<file path="config.mk">
export PLATFORM = sky130hd
export DESIGN_NAME = e_q_clk_gen
export DESIGN_NICKNAME = d
export VERILOG_FILES = /design/src/rtl/e_clk_pkg.sv /design/src/rtl/quarter_timer.sv /design/src/rtl/e_q_clk_gen.sv
export SDC_FILE = /design/constraint.sdc
export NUM_CORES = 1
export LEC_CHECK = 0
export BUFFER_PORTS_ARGS = -buffer_cell sky130_fd_sc_hd__buf_2
export CORE_MARGIN = 3
export CORE_UTILIZATION = 45
export DETAILED_ROUTE_END_ITERATION = 10
export HOLD_SLACK_MARGIN = 0.03
export PLACE_DENSITY = 0.67
export SYNTH_ARGS = -nofsm -noshare
export SYNTH_HDL_FRONTEND = slang
export SYNTH_HIERARCHICAL = 1
export SYNTH_SLANG_ARGS = --single-unit
export TNS_END_PERCENT = 30
</file>
<file path="constraint.sdc">
create_clock -name i_clk -period 4.66 [get_ports i_clk]
set_input_delay 0 -clock i_clk [delete_from_list [all_inputs] [get_ports i_clk]]
set_output_delay 0 -clock i_clk [all_outputs]
set_load 0.05 [all_outputs]
</file>
<file path="src/rtl/e_clk_pkg.sv">
// Shared types and defaults for the 6809 E/Q clock generator.
// Phase states plus the quarter-to-phase mapping used on o_phase.
package e_clk_pkg;

    typedef enum logic [2:0] {
        IDLE,
        P0,
        P1,
        P2,
        P3,
        STRETCH
    } phase_e;

    localparam int QUARTER_100MHZ_1MHZ = 25;
    localparam int STRETCH_MAX_DEFAULT = 8;

    function automatic logic [1:0] phase_of(input phase_e s);
        logic [1:0] p;
        p = 2'd0;
        unique case (s)
            P1:      p = 2'd1;
            P2:      p = 2'd2;
            P3:      p = 2'd3;
            STRETCH: p = 2'd3;
            default: p = 2'd0;
        endcase
        return p;
    endfunction

endpackage

</file>
<file path="src/rtl/quarter_timer.sv">
// Free-running 0..QUARTER-1 counter with synchronous clear.
// o_tc marks the last i_clk cycle of a quarter.
module quarter_timer #(
    parameter int QUARTER = 25
) (
    input  logic i_clk,
    input  logic i_reset,
    input  logic i_clear,
    output logic o_tc
);

    localparam int W = (QUARTER > 1) ? $clog2(QUARTER) : 1;
    localparam logic [W-1:0] TC = W'(QUARTER - 1);

    logic [W-1:0] cnt_q;
    logic [W-1:0] cnt_d;

    always_comb begin
        cnt_d = cnt_q + W'(1);
        if (i_clear || cnt_q == TC) begin
            cnt_d = '0;
        end
    end

    always_ff @(posedge i_clk or negedge i_reset) begin
        if (!i_reset) begin
            cnt_q <= '0;
        end else begin
            cnt_q <= cnt_d;
        end
    end

    assign o_tc = !i_clear && (cnt_q == TC);

endmodule

</file>
<file path="src/rtl/e_q_clk_gen.sv">
// 6809 E/Q bus clock source with MRDY stretching and timeout.
// Outputs are flopped from the next state so E/Q never glitch.
module e_q_clk_gen
    import e_clk_pkg::*;
#(
    parameter int QUARTER     = QUARTER_100MHZ_1MHZ,
    parameter int STRETCH_MAX = STRETCH_MAX_DEFAULT
) (
    input  logic       i_clk,
    input  logic       i_reset,
    input  logic       i_run,
    input  logic       i_mrdy_n,
    output logic       o_e,
    output logic       o_q,
    output logic       o_e_rise,
    output logic       o_e_fall,
    output logic [1:0] o_phase,
    output logic       o_stretching,
    output logic       o_timeout
);

    localparam logic [3:0] SMAX = 4'(STRETCH_MAX);

    phase_e     state_q;
    phase_e     state_d;
    logic [3:0] scnt_q;
    logic [3:0] scnt_d;
    logic       tc;
    logic       rise_d;
    logic       fall_d;
    logic       to_d;
    logic       e_d;
    logic       q_d;

    quarter_timer #(
        .QUARTER(QUARTER)
    ) u_qt (
        .i_clk  (i_clk),
        .i_reset(i_reset),
        .i_clear(state_q == IDLE),
        .o_tc   (tc)
    );

    always_comb begin
        state_d = state_q;
        scnt_d  = scnt_q;
        rise_d  = 1'b0;
        fall_d  = 1'b0;
        to_d    = 1'b0;
        unique case (state_q)
            IDLE: begin
                if (i_run) state_d = P0;
            end
            P0: begin
                if (tc) state_d = P1;
            end
            P1: begin
                if (tc) begin
                    state_d = P2;
                    rise_d  = 1'b1;
                end
            end
            P2: begin
                if (tc) state_d = P3;
            end
            P3: begin
                if (tc) begin
                    if (!i_mrdy_n) begin
                        state_d = STRETCH;
                        scnt_d  = 4'd1;
                    end else begin
                        state_d = i_run ? P0 : IDLE;
                        fall_d  = 1'b1;
                    end
                end
            end
            STRETCH: begin
                if (tc) begin
                    if (!i_mrdy_n && scnt_q < SMAX) begin
                        scnt_d = scnt_q + 4'd1;
                    end else begin
                        // release or forced release at the stretch limit
                        state_d = i_run ? P0 : IDLE;
                        scnt_d  = 4'd0;
                        fall_d  = 1'b1;
                        to_d    = !i_mrdy_n;
                    end
                end
            end
            default: begin
                state_d = IDLE;
                scnt_d  = 4'd0;
            end
        endcase
    end

    assign e_d = (state_d == P2) || (state_d == P3) || (state_d == STRETCH);
    assign q_d = (state_d == P1) || (state_d == P2);

    always_ff @(posedge i_clk or negedge i_reset) begin
        if (!i_reset) begin
            state_q      <= IDLE;
            scnt_q       <= 4'd0;
            o_e          <= 1'b0;
            o_q          <= 1'b0;
            o_e_rise     <= 1'b0;
            o_e_fall     <= 1'b0;
            o_phase      <= 2'd0;
            o_stretching <= 1'b0;
            o_timeout    <= 1'b0;
        end else begin
            state_q      <= state_d;
            scnt_q       <= scnt_d;
            o_e          <= e_d;
            o_q          <= q_d;
            o_e_rise     <= rise_d;
            o_e_fall     <= fall_d;
            o_phase      <= phase_of(state_d);
            o_stretching <= (state_d == STRETCH);
            o_timeout    <= to_d;
        end
    end

endmodule
</file>
# [Word level (Yosys, flattened, before mapping)]
# Cells that the tools add are included.
[op_classes] n_lt_le_gt_ge=1 bitwise_logic=1 n_div=0 shifts=0 n_addsub=2 multipliers=0 eq_ne=13 n_mux=27 reduce_logical=12
[ops] operator="two-way mux 3 bit" count=8
[ops] operator="case mux 3 bit (6 select lines)" count=1
[ops] operator="two-way mux 4 bit" count=4
[ops] operator="equality test 3 x 2 -> 1 bit, second input constant" count=4
[ops] operator="equality test 3 bit, second input constant" count=4
[ops] operator="case mux 4 bit (3 select lines)" count=1
[ops] operator="two-way mux 1 bit" count=10
[ops] operator="!= test 2 bit, second input constant" count=3
[ops] operator="case mux 2 bit (3 select lines)" count=1
[ops] operator="adder 5 x 1 -> 5 bit, second input constant" count=1
[ops] operator="equality test 5 bit, second input constant" count=1
[ops] operator="two-way mux 5 bit" count=1
[ops] operator="adder 4 x 1 -> 4 bit, second input constant" count=1
[ops] operator="logical OR 1 bit" count=4
[ops] operator="< comparator 4 bit, second input constant" count=1
[ops] operator="AND reduction 4 bit" count=1
[ops] operator="OR reduction 4 bit" count=1
[ops] operator="equality test 3 x 1 -> 1 bit, second input constant" count=1
[ops] operator="logical NOT 3 bit" count=1
[ops] operator="logical AND 1 bit" count=2
[ops] operator="logical NOT 1 bit" count=2
[ops] operator="case mux 1 bit (2 select lines)" count=1
[ops] operator="OR reduction 2 bit" count=1
[ops] operator="inverter 1 bit" count=1
[word_totals] reg_bits=20 input_bits=4 memories=0 ramBits=0 out_inout_bits=8 word_cells=66 latchBits=0 romBits=0

# [Longest topological paths before layout]
# Gate-level depths: netlist of the first run.
[depth] ltp_word=8 depth_mapped=8 ltp_nobuf=7

# [Modules after synthesis]
# Netlist of the first run, hierarchy kept.
[by_module_without_submodules] module="e_q_clk_gen" area_each_um2=698.2 cells_per_inst=61 seq_area_each_um2=375.4 instances=1
[by_module_without_submodules] module="quarter_timer" area_each_um2=281.5 cells_per_inst=24 seq_area_each_um2=125.1 instances=1

# [Least setup slack after synthesis of the first run]
# Ideal clock, no wire load.
[synth_timing] kind="register to register" from="reg u_qt.cnt_q[0]" to="reg scnt_q[2]" arrival_time_ns=1.785 n_path_buf=1 setup_slack_ns=2.749 setup_ns=0.126 synth_period_minus_slack_ns=1.911 required_time_ns=4.534 stages_incl_launch_ff=8 cell_sequence="dfrtp_1 > inv_1 > ha_1 > and4b_1 > buf_6 > nor2b_1 > o221ai_2 > a221o_1"
[synth_between] elab_chain_cells=4 word_cells_on_any_way=5 cone_classes="3 x eq/ne; 2 x reduce/logical"
[synth_lines] item="start, declared" line_no="quarter_timer.sv:15" rtl="logic [W-1:0] cnt_q;"
[synth_lines] item="start signal, assigned" line_no="quarter_timer.sv:29" rtl="cnt_q <= cnt_d;"
[synth_lines] item="equality test 5 bit (*)" line_no="quarter_timer.sv:33" rtl="assign o_tc = !i_clear && (cnt_q == TC);"
[synth_lines] item="logical AND 1 bit (*)" line_no="quarter_timer.sv:33"
[synth_lines] item="named net tc" line_no="e_q_clk_gen.sv:28" rtl="logic tc;"
[synth_lines] item="!= test 2 bit (no line)"
[synth_lines] item="AND reduction 4 bit (no line) (*)"
[synth_lines] item="end signal, assigned" line_no="e_q_clk_gen.sv:113" rtl="scnt_q <= scnt_d;"
[synth_lines] item="end, declared" line_no="e_q_clk_gen.sv:26" rtl="logic [3:0] scnt_q;"
# Mark *: on every way through the listed nets, which the timed path passes. The rest lies on a longest branch.
# A chain may end at the register's enable or synchronous reset.

# [Final worst setup path of the first run]
# Same ends and word-level chain as after synthesis.

==> results of run 1 <==
## Yosys cell counts (2+ instances only)
cell,n,area [um2]
dfrtp_1,20,500
nor2_1,5,18.8
o21ai_0,5,25.0
nor3_1,4,20.0
a21oi_1,3,15.0
ha_1,3,37.5
inv_1,3,11.3
nand2b_1,3,18.8
a22o_1,2,17.5
and4_2,2,20.0
buf_2,2,10.0
nor2b_1,2,12.5
nor3b_1,2,15.0
nor4_1,2,12.5
nor4_2,2,25.0
o21bai_1,2,15.0
## cell type report
| class | instances | share of cell area |
|---|---|---|
| clock buffer | 4 | 0.0331 |
| inverter | 3 | 0.0103 |
| multi-input combinational | 58 | 0.401 |
| sequential | 20 | 0.457 |
| tap | 27 | 0.0308 |
| timing repair buffer | 13 | 0.0685 |
## power by group through the flow
stage | registers (mW) | logic [mW] | clock network (mW)
floorplan | 0.281 | 0.0965 | 0
global placement | 0.258 | 0.152 | 0
detailed placement | 0.259 | 0.155 | 0
CTS | 0.255 | 0.157 | 0.103
global route | 0.263 | 0.174 | 0.110
finish | 0.256 | 0.154 | 0.0994
## through the flow
stage | worst slack (ps) | instance area, um2 | power [mW] | cells | hold slack, ps
global placement | 2610 | 1040 | 0.410 | 119 | -38.9
global route | 2260 | 1100 | 0.546 | 125 | 206
detailed placement | 2530 | 1040 | 0.414 | 119 | -29.4
floorplan | 2750 | 980 | 0.378 | 85 | -296
CTS | 2490 | 1100 | 0.515 | 125 | 169
finish | 2460 | 1100 | 0.510 | 125 | 164
## state kept, by name (all words and copies together) (netlist names), 2 cells and up
register    flops
u_qt/cnt_q      5
o_phase         2
scnt_q          4
state_q         3
## worst paths after layout
kind	start	endpoint	slack, ps	cells after the start
max	u_qt/cnt_q[0]	scnt_q[2]	2460	7
min	i_reset	o_timeout	160	2
max reg2reg	u_qt/cnt_q[0]	scnt_q[2]	2460	7
min reg2reg	u_qt/cnt_q[0]	u_qt/cnt_q[0]	540	1
max in group asynchronous	i_reset	state_q[0]	4190	2
min in group i_clk	i_run	state_q[0]	200	4
## cells by family (layout without fill, tap and decap cells)
| kind of cell | after synthesis | count (layout) | synth area share |
|---|---|---|---|
| adder cells (fa/ha/maj) | 3 | 3 | 0.0383 |
| buffers and inverters | 7 | 20 | 0.0409 |
| flip-flops | 20 | 20 | 0.511 |
| AND/OR/NAND/NOR | 32 | 32 | 0.239 |
| XOR/XNOR | 2 | 2 | 0.0179 |
| AO/OA/AOI/OAI | 21 | 21 | 0.153 |
## layer usage
layer,global-route usage,vias up,share of wire
li1,-,338,-
met3,0.0256,2,0.042
met4,0.0894,0,0.010
met2,0.217,13,0.44
met1,0.200,314,0.51
met5,0,-,0
==> flow_summary.json, run 1 <==
{
  "status": "completed",
  "drive_gt1_frac": 0.235,
  "viasPerCell": 5.34,
  "crit_family": "simple AND/OR/NAND/NOR gates",
  "clockPowerShare": 0.195,
  "period_share": 0.472,
  "p_comb_frac": 0.303,
  "syn_inst": 85,
  "crit_arrival_ps": 2440,
  "yosys_register_bits": 20,
  "final_common_cell": "dfrtp_1",
  "cts_tree": "yes",
  "cts_sinks": 20,
  "swShare": 0.372,
  "vias": 667,
  "p_leak_nw": 0.481,
  "nets": 106,
  "async_reset_ff_frac": 1.00,
  "cpMaxStageDelayCell": "nor2b_1",
  "first_pass_iters": 4,
  "power_density_mw_per_mm2": 465,
  "synth_edf_count": 0,
  "htree_levels": 1,
  "min_path_type": "in -> async",
  "cp-end-kind": "flip-flop",
  "fin_util": 0.548,
  "tightest_slew_ps": 617,
  "grt_util_all_layers": 0.148,
  "n_antenna_cell": 0,
  "p_sw_mw": 0.190,
  "grt_pass1_wl_mm": 2.92,
  "drv_slew": 0,
  "ctsLongestPathBuffers": 2,
  "path_buf_inv": 1,
  "maxCapViolations": 0,
  "finalClockSkew_ps": 3.35,
  "drt_iter0_drc": 8,
  "ctsRootBufferMaster": "clkbuf_4",
  "synth_area_um2": 980,
  "slowest_delay_ps": 500,
  "grt_pass1_vias": 650,
  "path_class": "reg -> reg",
  "io_pins": 12,
  "gp_congestion": 0.808,
  "critPathLaunchType": "flip-flop",
  "antenna_found_initial": 0,
  "multi_input_area_um2": 439,
  "overflow": 0,
  "synth-seq-area-share": 0.511,
  "hold_buffers": 2,
  "intPower_mw": 0.320,
  "yosysWarningCount": 6,
  "register_area_um2": 500,
  "cp_data_required_time_ps": 4900,
  "die-area_mm2": 0.00277,
  "grt_max_degree": 21,
  "numCtsBuffers": 3,
  "drtAntennaViolNets": 0,
  "die_x_um": 52.7,
  "fp.dieH_um": 52.7,
  "fill_cells": 186,
  "synth_area_per_cell_um2": 11.5,
  "cp_max_fo": 7,
  "insertion_delay_ps": 300,
  "setup_viol": 0,
  "rsz0062_at_grt": "no",
  "synth_ff_type": "dfrtp_1",
  "timing.final.hold_violations": 0,
  "coreArea_mm2": 0.00200,
  "setup_tns_ps": 0,
  "place_hpwl_mm": 1.10,
  "ys_types": 39,
  "cp_cell_sequence": "inv_1, ha_1, and4b_1, nor2b_1, nand2_4, nor4_4, a221o_1",
  "post_drt_wl_per_cell_um": 13.0,
  "cts_resized": 0,
  "finalWorstPathRequiredPeriod_ps": 2200,
  "cts_setup_buffers": 0,
  "rows": 16,
  "drc": 0,
  "place.port_buffers": 11,
  "peakVddDrop_v": 0.000230,
  "start_util": 0.489,
  "path_clk_slew_ps": 110,
  "max_freq_mhz": 455,
  "syn_nets": 92,
  "area_growth_pct": 11.9,
  "p_seq_frac": 0.502,
  "final_cell_mix": "dfrtp_1 (20), buf_2 (11), nor2_1 (5), o21ai_0 (5), nor3_1 (4)",
  "slew_headroom": 0.585,
  "totalWireLength_mm": 1.63
}
Note: power is estimated with default switching activity, not from simulation.
==> run 2, diff against run 1 <==
--- a/config.mk
+++ b/config.mk
@@ -10,7 +10,7 @@
 export CORE_UTILIZATION = 45
 export DETAILED_ROUTE_END_ITERATION = 10
 export HOLD_SLACK_MARGIN = 0.03
-export PLACE_DENSITY = 0.67
+export PLACE_DENSITY = 0.7
 export SYNTH_ARGS = -nofsm -noshare
 export SYNTH_HDL_FRONTEND = slang
 export SYNTH_HIERARCHICAL = 1
==> constraint.sdc (replaced) <==
create_clock -name i_clk -period 2 [get_ports i_clk]
set_input_delay 0 -clock i_clk [delete_from_list [all_inputs] [get_ports i_clk]]
set_output_delay 0 -clock i_clk [all_outputs]
set_load 0.05 [all_outputs]
==> run 2 against run 1 <==
Net effect:
- clock-buffer cell count decreased by 1
- clock power increased to 3.3 times the previous value
- final area increased by 4.9%
- die area unchanged
- maximum frequency increased by 22%
- critical endpoint unchanged
- wire length increased by 3.3%
- sequential share of layout area decreased by 2.1 points
- worst hold slack got worse by 2.8 ps
- utilization increased by 2.7 points
- combinational power increased to 2.5 times the previous value
- clock skew increased by 4.4 ps
- total power increased to 2.5 times the previous value
==> flow_summary.json, run 2 (synthesis gave the netlist of run 1 again) <==
{
  "rows": 16,
  "htree_levels": 1,
  "start_util": 0.489,
  "max_freq_mhz": 556,
  "drtAntennaViolNets": 0,
  "fin_util": 0.574,
  "cp-end-kind": "flip-flop",
  "cts_setup_buffers": 0,
  "overflow": 0,
  "critPathLaunchType": "flip-flop",
  "drc": 0,
  "drv_slew": 0,
  "area_growth_pct": 17.4,
  "cp_max_fo": 7,
  "viasPerCell": 5.46,
  "multi_input_area_um2": 439,
  "regMostFlops": "u_qt/cnt_q",
  "cpMaxStageDelayCell": "dfrtp_1",
  "die-area_mm2": 0.00277,
  "min_path_type": "in -> async",
  "setup_viol": 0,
  "p_leak_nw": 0.515,
  "crit_arrival_ps": 2040,
  "power_density_mw_per_mm2": 1120,
  "timing.hold.ws_ps": 161,
  "drive_gt1_frac": 0.272,
  "largest_register_ffs": 5,
  "ctsRootBufferMaster": "clkbuf_4",
  "cp_cell_sequence": "inv_1, ha_1, and4b_1, nor2b_1, buf_4, nand2_4, nor4_4, a221o_1",
  "final_cell_mix": "dfrtp_1 (20), buf_2 (11), nor2_1 (5), o21ai_0 (5), buf_4 (5)",
  "gp_congestion": 0.823,
  "cts_resized": 0,
  "grt_pass1_wl_mm": 3.02,
  "register_area_um2": 500,
  "grt_max_degree": 21,
  "period_share": 0.899,
  "status": "completed",
  "setup_tns_ps": 0,
  "drt_iter0_drc": 8,
  "rsz0062_at_grt": "no",
  "tightest_slew_ps": 437,
  "dpl_cell_area_mm2": 0.00108,
  "totalWireLength_mm": 1.68,
  "io_pins": 12,
  "cts_sinks": 20,
  "ctsLongestPathBuffers": 2,
  "fp.dieH_um": 52.7,
  "finalWorstPathRequiredPeriod_ps": 1800,
  "antenna_found_initial": 0,
  "coreArea_mm2": 0.00200,
  "final_common_cell": "dfrtp_1",
  "setup_ws_ps": 201,
  "n_antenna_cell": 0,
  "path_class": "reg -> reg",
  "largest_registers": "u_qt/cnt_q: 5 flops, scnt_q: 4 flops, state_q: 3 flops",
  "vias": 710,
  "peakVddDrop_v": 0.000679,
  "slowest_delay_ps": 430,
  "final_cells": 130,
  "cts_tree": "yes",
  "hold_buffers": 2,
  "cp_data_required_time_ps": 2240,
  "place_ws_ps": 245,
  "power_mw": 1.29,
  "nets": 111,
  "slew_headroom": 0.709,
  "finalClockSkew_ps": 7.74,
  "insertion_delay_ps": 290,
  "maxCapViolations": 0,
  "path_clk_slew_ps": 120,
  "first_pass_iters": 4,
  "fin_area_mm2": 0.00115,
  "die_x_um": 52.7,
  "place_hpwl_mm": 1.24,
  "place.port_buffers": 11,
  "fill_cells": 180,
  "post_drt_wl_per_cell_um": 12.9,
  "grt_util_all_layers": 0.147,
  "timing.final.hold_violations": 0,
  "grt_pass1_vias": 686,
  "numCtsBuffers": 3,
  "dpl.cell_count": 124
}
==> run 2: worst max-delay path, delay by kind of cell, from the launching register on <==
kind	cells	cell delay, ps
and+or+nand+nor	4	750
DFF	1	430
buffers and inverters	2	230
AOI/OAI and AO/OA	1	190
adders and majority gates	1	130
==> run 2: final timing paths <==
kind	depth (start not counted)	slack (ps)	from	to
min in group i_clk	4	210	i_run	state_q[0]
hold / removal	2	160	i_reset	o_e_rise
hold reg to reg	1	510	u_qt/cnt_q[0]	u_qt/cnt_q[0]
setup / recovery	8	200	u_qt/cnt_q[0]	scnt_q[2]
setup reg to reg	8	200	u_qt/cnt_q[0]	scnt_q[2]
max in group asynchronous	2	1530	i_reset	scnt_q[0]
==> run 2: routing by layer <==
| layer | global-route usage | vias to the layer above | routed length [um] |
|---|---|---|---|
| li1 | - | 351 | - |
| met1 | 0.192 | 337 | 823 |
| met2 | 0.242 | 20 | 773 |
| met3 | 0.0256 | 2 | 74 |
| met4 | 0.0511 | 0 | 10 |
| met5 | 0 | - | 0 |
==> run 2: report_power, final <==
| group | switching (mW) | internal [mW] |
|---|---|---|
| Combinational | 0.240 | 0.151 |
| Clock | 0.121 | 0.202 |
| Sequential | 0.0826 | 0.496 |
==> run 2: cell type report <==
class                   instances  share of cell area
clock buffers                   3              0.0196
clock inverters                 1              0.0261
inverters                       3             0.00979
repair buffers                 18              0.0979
flip-flops and latches         20               0.435
well taps                      27              0.0294
multi-input cells              58               0.382
==> run 3, diff against run 2 <==
--- a/config.mk
+++ b/config.mk
@@ -5,6 +5,7 @@
 export SDC_FILE = /design/constraint.sdc
 export NUM_CORES = 1
 export LEC_CHECK = 0
+export ABC_AREA = 1
 export BUFFER_PORTS_ARGS = -buffer_cell sky130_fd_sc_hd__buf_2
 export CORE_MARGIN = 3
 export CORE_UTILIZATION = 45
@@ -13,6 +14,5 @@
 export PLACE_DENSITY = 0.7
 export SYNTH_ARGS = -nofsm -noshare
 export SYNTH_HDL_FRONTEND = slang
-export SYNTH_HIERARCHICAL = 1
 export SYNTH_SLANG_ARGS = --single-unit
 export TNS_END_PERCENT = 30
==> run 3 against run 2 <==
Net effect:
- critical path depth is 3 higher
- flip-flop and latch count stayed put
- synthesized area is 2.9% lower
- sequential share of layout area is 2.1 points higher
- clock skew is 5.5 ps lower
- clock power is 30% lower
- final area is 4.7% lower
- worst hold slack worse by 54 ps
==> flow_summary.json, run 3 <==
{
  "status": "completed",
  "drc": 0,
  "setup_viol": 0,
  "cts_tree": "yes",
  "insertion_delay_ps": 300,
  "final_common_cell": "nand2_1",
  "clockPowerShare": 0.351,
  "p_seq_frac": 0.622,
  "synth-seq-area-share": 0.526,
  "cts_setup_buffers": 0,
  "drive_gt1_frac": 0.153,
  "swShare": 0.198,
  "cts_sinks": 20,
  "gp_congestion": 0.876,
  "slowest_delay_ps": 420,
  "syn_nets": 121,
  "netlist_top_cells_count": "nand2_1 (25), dfrtp_1 (20), nor2_1 (16)",
  "path_buf_inv": 4,
  "rows": 16,
  "path_class": "reg -> reg",
  "peakVddDrop_v": 0.000475,
  "cp-end-kind": "flip-flop",
  "fp.dieH_um": 52.0,
  "drv_slew": 0,
  "regMostFlops": "u_qt.cnt_q",
  "top_layer": "met4",
  "setup_ws_ps": 428,
  "cp_data_required_time_ps": 2210,
  "dr_wl_met2_um": 743,
  "path_clk_slew_ps": 100,
  "ctsRootBufferMaster": "clkbuf_4",
  "place_ws_ps": 453,
  "syn_inst": 114,
  "maxCapViolations": 0,
  "cp_common_cell": "nand2_1",
  "slew_headroom": 0.619,
  "grt_util_all_layers": 0.152,
  "rsz0062_at_grt": "no",
  "largest_register_ffs": 5,
  "die_x_um": 52.0,
  "totalWireLength_mm": 1.70,
  "period_share": 0.786,
  "numCtsBuffers": 3,
  "p_leak_nw": 0.575,
  "final_cell_mix": "nand2_1 (25), dfrtp_1 (20), nor2_1 (16), inv_1 (14), nand3_1 (12)",
  "io_pins": 12,
  "min_path_type": "in -> reg",
  "fin_util": 0.553,
  "crit_family": "simple AND/OR/NAND/NOR gates",
  "viasPerCell": 4.80,
  "timing.final.hold_violations": 0,
  "tightest_slew_ps": 571,
  "cpMaxStageDelayCell": "dfrtp_1",
  "coreArea_mm2": 0.00198,
  "synth_top_area_share": 0.526,
  "first_pass_iters": 4,
  "synth_edf_count": 0,
  "grt_pass1_vias": 679,
  "largest_registers": "u_qt.cnt_q: 5 flops, scnt_q: 4 flops, state_q: 3 flops",
  "yosys_register_bits": 20,
  "routed-wl-met3_um": 92,
  "power_density_mw_per_mm2": 593,
  "critPathLaunchType": "flip-flop",
  "grt_pass1_wl_mm": 2.90,
  "start_util": 0.480,
  "yosysWarningCount": 0,
  "synth_ff_type": "dfrtp_1",
  "ctsLongestPathBuffers": 2,
  "overflow": 0,
  "synthTopCellsByArea": "dfrtp_1 (53%), nand2_1 (9.9%), nand3_1 (6.3%), nor2_1 (6.3%), inv_1 (5.5%)",
  "nets": 139,
  "p_comb_frac": 0.027,
  "yosysMostFrequentCell": "nand2_1",
  "finalWorstPathRequiredPeriod_ps": 1570,
  "place_hpwl_mm": 1.26,
  "final_cells": 158,
  "drt_iter0_drc": 11,
  "n_antenna_cell": 0,
  "grt_max_degree": 21,
  "ys_types": 17,
  "synth_area_per_cell_um2": 8.34,
  "met1_length_um": 835,
  "synth_area_um2": 951,
  "synth_top_area_cell": "dfrtp_1",
  "cp_cell_sequence": "inv_1, ha_1, nand2_1, inv_1, nand2_1, o21ai_0, nand2_1, nor2_2, inv_2, nand2_1, inv_1",
  "max_freq_mhz": 636,
  "area_growth_pct": 15.3,
  "place.port_buffers": 11,
  "finalClockSkew_ps": 2.26,
  "vias": 759,
  "async_reset_ff_frac": 1.00,
  "intPower_mw": 0.521,
  "die-area_mm2": 0.00270,
  "antenna_found_initial": 0,
  "htree_levels": 1,
  "p_sw_mw": 0.129,
  "drtAntennaViolNets": 0,
  "dpl.cell_count": 152,
  "post_drt_wl_per_cell_um": 10.7,
  "crit_arrival_ps": 1780,
  "cp_max_fo": 6,
  "setup_tns_ps": 0
}
[run 3: changes by cell type after synthesis, moves of 3 or more]
cell	before	now
inv_1	3	14
nand2_1	1	25
nand2b_1	3	0
nand3_1	0	12
nand4_1	0	3
nor2_1	5	16
nor3_1	4	1
[run 3: power groups by stage]
stage	clock network [mW]	registers [mW]	logic (mW)
floorplan	0	0.412	0.00306
global placement	0	0.412	0.0154
detailed placement	0	0.412	0.0154
CTS	0.240	0.404	0.0183
global route	0.252	0.404	0.0205
finish	0.228	0.404	0.0177
[run 3: worst paths after layout]
| kind | from | endpoint | slack, ps | cells after the start |
|---|---|---|---|---|
| min in group asynchronous | i_reset | scnt_q[3] | 160 | 2 |
| max reg2reg | u_qt.cnt_q[0] | o_stretching | 430 | 11 |
| max | u_qt.cnt_q[0] | o_stretching | 430 | 11 |
| min | i_run | state_q[0] | 110 | 5 |
| min reg2reg | u_qt.cnt_q[0] | u_qt.cnt_q[0] | 490 | 1 |
| max in group asynchronous | i_reset | o_e | 1540 | 2 |
[run 3: through the flow]
step	hold WS (ps)	power [mW]	cell area (um2)
floorplan	-296	0.415	951
global placement	-39.9	0.427	1040
detailed placement	-36.6	0.427	1040
CTS	88.7	0.662	1100
global route	131	0.676	1100
finish	107	0.650	1100
[run 3: metal layers]
layer | vias up | track usage
met4 | 0 | 0.0655
met1 | 336 | 0.196
met3 | 5 | 0.0602
met2 | 16 | 0.224
li1 | 402 | -
met5 | - | 0
[run 3: what timing repair did]
item                                   CTS  global route
resized for setup                        0             0
hold buffers                             2             0
endpoints found under the hold margin   22             0
[run 3: cell type report]
type | instances | area [um2]
fill | 189 | 886
timing repair buffer | 13 | 75.1
sequential | 20 | 500
tap | 27 | 33.8
inverter | 16 | 60.1
clock buffer | 4 | 36.3
multi-input combinational | 78 | 390
[run 3: kinds of logic (layout without fill, tap and decap cells)]
family	count (synthesis)	in the layout	synth area share
AND/OR/NAND/NOR	62	62	0.283
adder cells (fa/ha/maj)	3	3	0.0395
AO/OA/AOI/OAI	9	9	0.0513
buffers and inverters	16	33	0.0632
XOR/XNOR	4	4	0.0368
flip-flops	20	20	0.526
[run 3: worst register-to-register path, delay by kind of cell, from the launching register on]
family / cells / cell delay (ps)
AND/OR/NAND/NOR: 5 / 520
buffers and inverters: 4 / 220
flip-flops: 1 / 420
adder cells (fa/ha/maj): 1 / 140
AO/OA/AOI/OAI: 1 / 180
